$ cat src/rtl/pooling_pkg.sv
// pooling_pkg: shared constants, derived bus/lane widths and FSM state type for pooling_core.
package pooling_pkg;
  localparam int DEF_BOTTLENECK = 32;
  localparam int DEF_SIZE = 2;
  localparam int DEF_STRIDE = 2;
  localparam int DEF_DELTA_X = 4;
  localparam int DEF_OU = 4;
  localparam int DEF_IN_CH = 512;
  localparam int DEF_IFM_BIT = 8;
  localparam int NUM_CYCLE = DEF_BOTTLENECK / DEF_DELTA_X * DEF_OU * DEF_STRIDE;
  localparam int NUM_POOLING = DEF_IN_CH / NUM_CYCLE;
  localparam int WIN = DEF_SIZE * DEF_SIZE;
  localparam int LANE_W = WIN * DEF_IFM_BIT;
  localparam int ACT_W = NUM_POOLING * LANE_W;
  localparam int POOL_W = NUM_POOLING * DEF_IFM_BIT;
  typedef enum logic [1:0] {IDLE, SCAN, DONE} state_e;
endpackage

$ cat src/rtl/pooling_if.sv
// pooling_if: activation-in / result-out bus; avg_mode exists only when POOLING_AVG_EN is defined.
interface pooling_if #(
  parameter int AW = pooling_pkg::ACT_W,
  parameter int PW = pooling_pkg::POOL_W
);
  logic in_valid;
  logic [AW-1:0] ACTIVATION;
  logic out_valid;
  logic [PW-1:0] Pooling;
`ifdef POOLING_AVG_EN
  logic avg_mode;
  modport master(output in_valid, ACTIVATION, avg_mode, input out_valid, Pooling);
  modport slave(input in_valid, ACTIVATION, avg_mode, output out_valid, Pooling);
`else
  modport master(output in_valid, ACTIVATION, input out_valid, Pooling);
  modport slave(input in_valid, ACTIVATION, output out_valid, Pooling);
`endif
endinterface

$ cat src/rtl/pool_lane.sv
// pool_lane: one channel's window accumulator (max, or sum/average under POOLING_AVG_EN).
module pool_lane #(
  parameter int ELEM_W = 8,
  parameter int N_ELEM = 4,
  parameter int SEL_W = 2
) (
  input  logic                     clk,
  input  logic                     rst,
  input  logic                     clr_i,
  input  logic                     en_i,
`ifdef POOLING_AVG_EN
  input  logic                     avg_i,
`endif
  input  logic [SEL_W-1:0]         sel_i,
  input  logic [N_ELEM*ELEM_W-1:0] win_i,
  output logic [ELEM_W-1:0]        res_o
);
`ifdef POOLING_AVG_EN
  localparam int AW = ELEM_W + $clog2(N_ELEM + 1);
`else
  localparam int AW = ELEM_W;
`endif
  logic [AW-1:0] acc_q, acc_d;
  logic [ELEM_W-1:0] elem;
  // res_o reflects acc_d so the core can latch the final value on the DONE entry edge
  always_comb begin
    elem = win_i[sel_i*ELEM_W +: ELEM_W];
`ifdef POOLING_AVG_EN
    acc_d = clr_i ? '0 : !en_i ? acc_q : avg_i ? acc_q + AW'(elem) : (AW'(elem) > acc_q ? AW'(elem) : acc_q);
    res_o = avg_i ? ELEM_W'(acc_d / AW'(N_ELEM)) : acc_d[ELEM_W-1:0];
`else
    acc_d = clr_i ? '0 : (en_i && elem > acc_q) ? elem : acc_q;
    res_o = acc_d;
`endif
  end
  always_ff @(posedge clk)
    if (rst) acc_q <= '0;
    else acc_q <= acc_d;
endmodule

$ cat src/rtl/pooling_core.sv
// pooling_core: WIN-element window pooling over NUM_POOLING channels; POOLING_AVG_EN adds average mode.
module pooling_core import pooling_pkg::*; #(
  parameter int BOTTLENECK = DEF_BOTTLENECK,
  parameter int SIZE = DEF_SIZE,
  parameter int STRIDE = DEF_STRIDE,
  parameter int DELTA_X = DEF_DELTA_X,
  parameter int OU = DEF_OU,
  parameter int IN_CH = DEF_IN_CH,
  parameter int IFM_BIT = DEF_IFM_BIT
) (
  input logic       clk,
  input logic       rst,
  pooling_if.slave  pool_bus
);
  localparam int NP = IN_CH / (BOTTLENECK / DELTA_X * OU * STRIDE);
  localparam int NW = SIZE * SIZE;
  localparam int CW = NW > 1 ? $clog2(NW) : 1;
  state_e state_q, state_d;
  logic [CW-1:0] cnt_q, cnt_d;
  logic [NP*NW*IFM_BIT-1:0] act_q, act_d;
  logic [NP*IFM_BIT-1:0] pool_q, pool_d, lane_res;
  logic accept, scan, last;
`ifdef POOLING_AVG_EN
  logic avg_q, avg_d;
`endif
  // new input is taken in IDLE and DONE only; during SCAN it is dropped
  always_comb begin
    accept = pool_bus.in_valid && state_q != SCAN;
    scan = state_q == SCAN;
    last = scan && cnt_q == CW'(NW - 1);
    state_d = accept ? SCAN : last ? DONE : scan ? SCAN : IDLE;
    cnt_d = accept ? '0 : scan ? cnt_q + 1'b1 : cnt_q;
    act_d = accept ? pool_bus.ACTIVATION : act_q;
    pool_d = last ? lane_res : pool_q;
`ifdef POOLING_AVG_EN
    avg_d = accept ? pool_bus.avg_mode : avg_q;
`endif
  end
  always_ff @(posedge clk) begin
    if (rst) begin
      state_q <= IDLE;
      cnt_q <= '0;
      act_q <= '0;
      pool_q <= '0;
`ifdef POOLING_AVG_EN
      avg_q <= 1'b0;
`endif
    end else begin
      state_q <= state_d;
      cnt_q <= cnt_d;
      act_q <= act_d;
      pool_q <= pool_d;
`ifdef POOLING_AVG_EN
      avg_q <= avg_d;
`endif
    end
  end
  for (genvar c = 0; c < NP; c++) begin : g_lane
    pool_lane #(.ELEM_W(IFM_BIT), .N_ELEM(NW), .SEL_W(CW)) u_lane (
      .clk(clk),
      .rst(rst),
      .clr_i(accept),
      .en_i(scan),
`ifdef POOLING_AVG_EN
      .avg_i(avg_q),
`endif
      .sel_i(cnt_q),
      .win_i(act_q[c*NW*IFM_BIT +: NW*IFM_BIT]),
      .res_o(lane_res[c*IFM_BIT +: IFM_BIT])
    );
  end
  assign pool_bus.out_valid = state_q == DONE;
  assign pool_bus.Pooling = pool_q;
endmodule

$ cat src/flat_wrapper.sv
// flat-port wrapper written by rule: the top's interface ports become plain ports
module pooling_core_flat import pooling_pkg::*;
#(
  parameter int BOTTLENECK = DEF_BOTTLENECK,
  parameter int SIZE = DEF_SIZE,
  parameter int STRIDE = DEF_STRIDE,
  parameter int DELTA_X = DEF_DELTA_X,
  parameter int OU = DEF_OU,
  parameter int IN_CH = DEF_IN_CH,
  parameter int IFM_BIT = DEF_IFM_BIT
)
  (clk, rst, pool_bus_in_valid, pool_bus_ACTIVATION, pool_bus_out_valid, pool_bus_Pooling);
  pooling_if pool_bus_i ();
  input logic clk;
  input logic rst;
  input wire logic [$bits(pool_bus_i.in_valid)-1:0] pool_bus_in_valid;
  input wire logic [$bits(pool_bus_i.ACTIVATION)-1:0] pool_bus_ACTIVATION;
  output wire logic [$bits(pool_bus_i.out_valid)-1:0] pool_bus_out_valid;
  output wire logic [$bits(pool_bus_i.Pooling)-1:0] pool_bus_Pooling;
  assign pool_bus_i.in_valid = pool_bus_in_valid;
  assign pool_bus_i.ACTIVATION = pool_bus_ACTIVATION;
  assign pool_bus_out_valid = pool_bus_i.out_valid;
  assign pool_bus_Pooling = pool_bus_i.Pooling;
  pooling_core #(.BOTTLENECK(BOTTLENECK), .SIZE(SIZE), .STRIDE(STRIDE), .DELTA_X(DELTA_X), .OU(OU), .IN_CH(IN_CH), .IFM_BIT(IFM_BIT)) u_core (.clk(clk), .rst(rst), .pool_bus(pool_bus_i));
endmodule
$ cat config.mk
export PLATFORM = sky130hd
export DESIGN_NAME = pooling_core_flat
export DESIGN_NICKNAME = d
export VERILOG_FILES = /design/src/rtl/pooling_pkg.sv /design/src/rtl/pooling_if.sv /design/src/rtl/pool_lane.sv /design/src/rtl/pooling_core.sv /design/src/flat_wrapper.sv
export SDC_FILE = /design/constraint.sdc
export NUM_CORES = 1
export LEC_CHECK = 0
export CAP_MARGIN = 30
export CORE_MARGIN = 5
export CORE_UTILIZATION = 42
export DETAILED_ROUTE_END_ITERATION = 16
export PLACE_DENSITY = 0.74
export SLEW_MARGIN = 20
export SYNTH_ARGS = -nofsm -noshare
export SYNTH_HDL_FRONTEND = slang
export SYNTH_SLANG_ARGS = --single-unit
$ cat constraint.sdc
create_clock -name clk -period 3.4 [get_ports clk]
set_clock_uncertainty 0.2 [all_clocks]
set_input_delay 0.68 -clock clk [delete_from_list [all_inputs] [get_ports clk]]
set_output_delay 0.68 -clock clk [all_outputs]
set_load 0.01 [all_outputs]
==> out/metrics.cfg <==
[status]
status=complete, no violations

[clock_network]
cts_buffer_depth=3
ctsHoldBuffers=0
insertion_delay_ns=0.56
h-tree-depth=2
cts_tree=done
root_buffer=clkbuf_16
clkTransAtPathRegs_ns=0.06
cts_buffers=41
clkSinkCount=388

[worst_setup_path]
worstPathRequired_ns=3.70
crit_path_cell_trace=buf_12 -> mux4_2 -> ha_1 -> and3_1 -> a221o_1 -> o211a_1 -> nor2_2 -> a311o_1
worst_setup_path_end_kind=flop
startpoint_type=flop
cp_max_fo=14
cpPeakStageDelay_ns=0.56
r2r_end=u_core.pool_bus.Pooling[51]
cp_slowest_cell=mux4_2
worstSetupPathType=reg2reg
r2r_start=u_core.cnt_q[0]
r2r_slack_ns=0.11
r2r_cells=8
cp.arrival_ns=3.59

[power]
power_density_mw_per_mm2=492
power_mw=11.2
peakVddDrop_mv=0.301
p_leak_nw=8.17

[cells_and_area]
seqCellArea_mm2=0.00777
nNetsFinal=2627
multi_input_area_mm2=0.00891
syn2layout_area_growth_pct=29.5
finalInstanceArea_mm2=0.0228
utilization=0.547
nFillCells=3713
layout-drive-gt1-share=0.0878

[yosys]
synth_common_cells=nand2_1, dfxtp_1, a21oi_1, nand3_1
synth_nets=2371
yosys_warnings=0
yosysUniqueCellTypes=37
synthFlopType=dfxtp_1
synth-edff-count=0
synth_top_area_frac=0.441
syn_avg_cell_area_um2=8.60
synth_area_mm2=0.0176
yosysMostFrequentCell=nand2_1
synthesis.instances=2047
synth.area.top_cells=dfxtp_1, nand2_1, a21oi_1
ys_seq_area_frac=0.441
async_flop_share=0
ys_ff_latch=388
synth_top_area_cell=dfxtp_1

[die]
die-area_mm2=0.0461
io_pins=324
start_util=0.422
coreArea_mm2=0.0417
fp-row-count=75
die_y_um=215
die_x_um=215

[timing]
fin_tns_setup_ns=0
max_slew.worst_pin.slew_ns=0.961
worst_slack_ns=0.108
setup_violations=0
min_period_ns=3.29
period_share=0.968
relSlewSlack=0.359
drv_slew=0
fmax_mhz=304
hold_viol=0

[hold_path]
min_to=u_core.act_q[174]
hold_path_startpoint=rst
hold_depth=2
hp-class=in2reg

[routing]
detail_route.wl_per_cell_um=17.3
via_per_inst=5.41
drcViolationCount=0
first_pass_iters=5
vias=15500
wl_um=49600
route.antenna.remaining_nets=0
drt_iter0_markers=915

[placed_design]
gp_congestion=0.846
place_ws_ns=0.0739
post-dp-hpwl_um=34900
postPlaceCellArea_mm2=0.0213
port_buffers=323

[global_route]
gr-usage-all-layers=0.207
grt_pass1_vias=15200
overflow=0
grt_pass1_wl_um=79600
grt_max_degree=148
antenna_found_initial=1

[job]
cap_viol_max_count=0

## logic make-up (layout without fill, tap and decap cells)
group / count (synthesis) / count (layout) / synth area share
and+or+nand+nor: 794 / 794 / 0.188
muxes: 88 / 88 / 0.0956
buffers and inverters: 216 / 503 / 0.0565
adders and majority gates: 65 / 65 / 0.0462
DFF: 388 / 388 / 0.441
AOI/OAI and AO/OA: 495 / 495 / 0.172
xor gates and xnor gates: 1 / 1 / 0.000498
other: 0 / 1 / 0
## through the flow
stage / instances / hold slack (ns)
3_3_place_gp: 2798 / 0.239
3_5_place_dp: 2798 / 0.246
2_1_floorplan: 2047 / 0.233
5_1_grt: 2874 / 0.193
4_1_cts: 2872 / 0.171
6_report: 2874 / 0.202
## layer usage
layer  GRT usage  up-vias  wire, µm
li1            -     7606         -
met1       0.261     7436     21000
met2       0.363      423     25000
met3      0.0346       69      2450
met4      0.0672        0      1140
met5           0        -         0
## cell type report
| cell class | instances | share of cell area |
|---|---|---|
| diodes | 1 | 0.000110 |
| well taps | 539 | 0.0296 |
| clock buffers | 56 | 0.0515 |
| multi-input cells | 1443 | 0.391 |
| inverters | 67 | 0.0110 |
| clock inverters | 18 | 0.0119 |
| repair buffers | 362 | 0.163 |
| flip-flops and latches | 388 | 0.341 |
## registers in the layout, summed over array words and instances (netlist names)
| signal | flops |
|---|---|
| u_core.act_q | 256 |
| u_core.cnt_q | 2 |
| u_core.g_lane.u_lane.acc_q | 64 |
| u_core.pool_bus.Pooling | 64 |
| u_core.state_q | 2 |
## worst max path at each step
stage	slack, ns	start	to	cells after the start
after floorplan	0.19	u_core.cnt_q[0]	u_core.g_lane[1].u_lane.acc_q[3]	11
after global placement	0.16	u_core.cnt_q[0]	u_core.pool_bus.Pooling[61]	8
after detailed placement	0.07	u_core.cnt_q[0]	u_core.pool_bus.Pooling[58]	8
after CTS	0.06	u_core.cnt_q[0]	u_core.pool_bus.Pooling[63]	8
after global routing	-0.004	u_core.cnt_q[0]	u_core.pool_bus.Pooling[59]	8
final	0.11	u_core.cnt_q[0]	u_core.pool_bus.Pooling[51]	8
## cell usage in the layout, fill, tap and decap left out, drive strengths merged, types with 11 or more instances in the layout
cell type / count
nand2: 611
dfxtp: 388
a21oi: 343
clkdlybuf4s50: 322
nand3: 76
inv: 71
ha: 65
mux4: 64
clkbuf: 57
o211ai: 49
o21ai: 46
buf: 39
nor2: 32
and2: 29
a311o: 28
mux2i: 24
nand4: 17
and4: 11
## what timing repair did
item	4_1_cts	5_1_grt
resized for setup	0	10
buffers inserted	0	0
endpoints found under the setup margin	0	33
## where the power goes
group          internal (mW)  switching (mW)  total, mW
combinational          0.741           0.878       1.62
sequential              4.73           0.104       4.84
clock                   2.89            1.87       4.76
total                   8.37            2.85       11.2
## worst max-delay path, delay by kind of cell, from the launching register on
family / cells / cell delay [ns]
multiplexers: 1 / 0.56
AND/OR/NAND/NOR: 2 / 0.55
buffers and inverters: 1 / 0.22
AO/OA/AOI/OAI: 3 / 0.90
adder cells (fa/ha/maj): 1 / 0.31
flip-flops: 1 / 0.48
No activity file was read; power rests on OpenSTA's default activity.
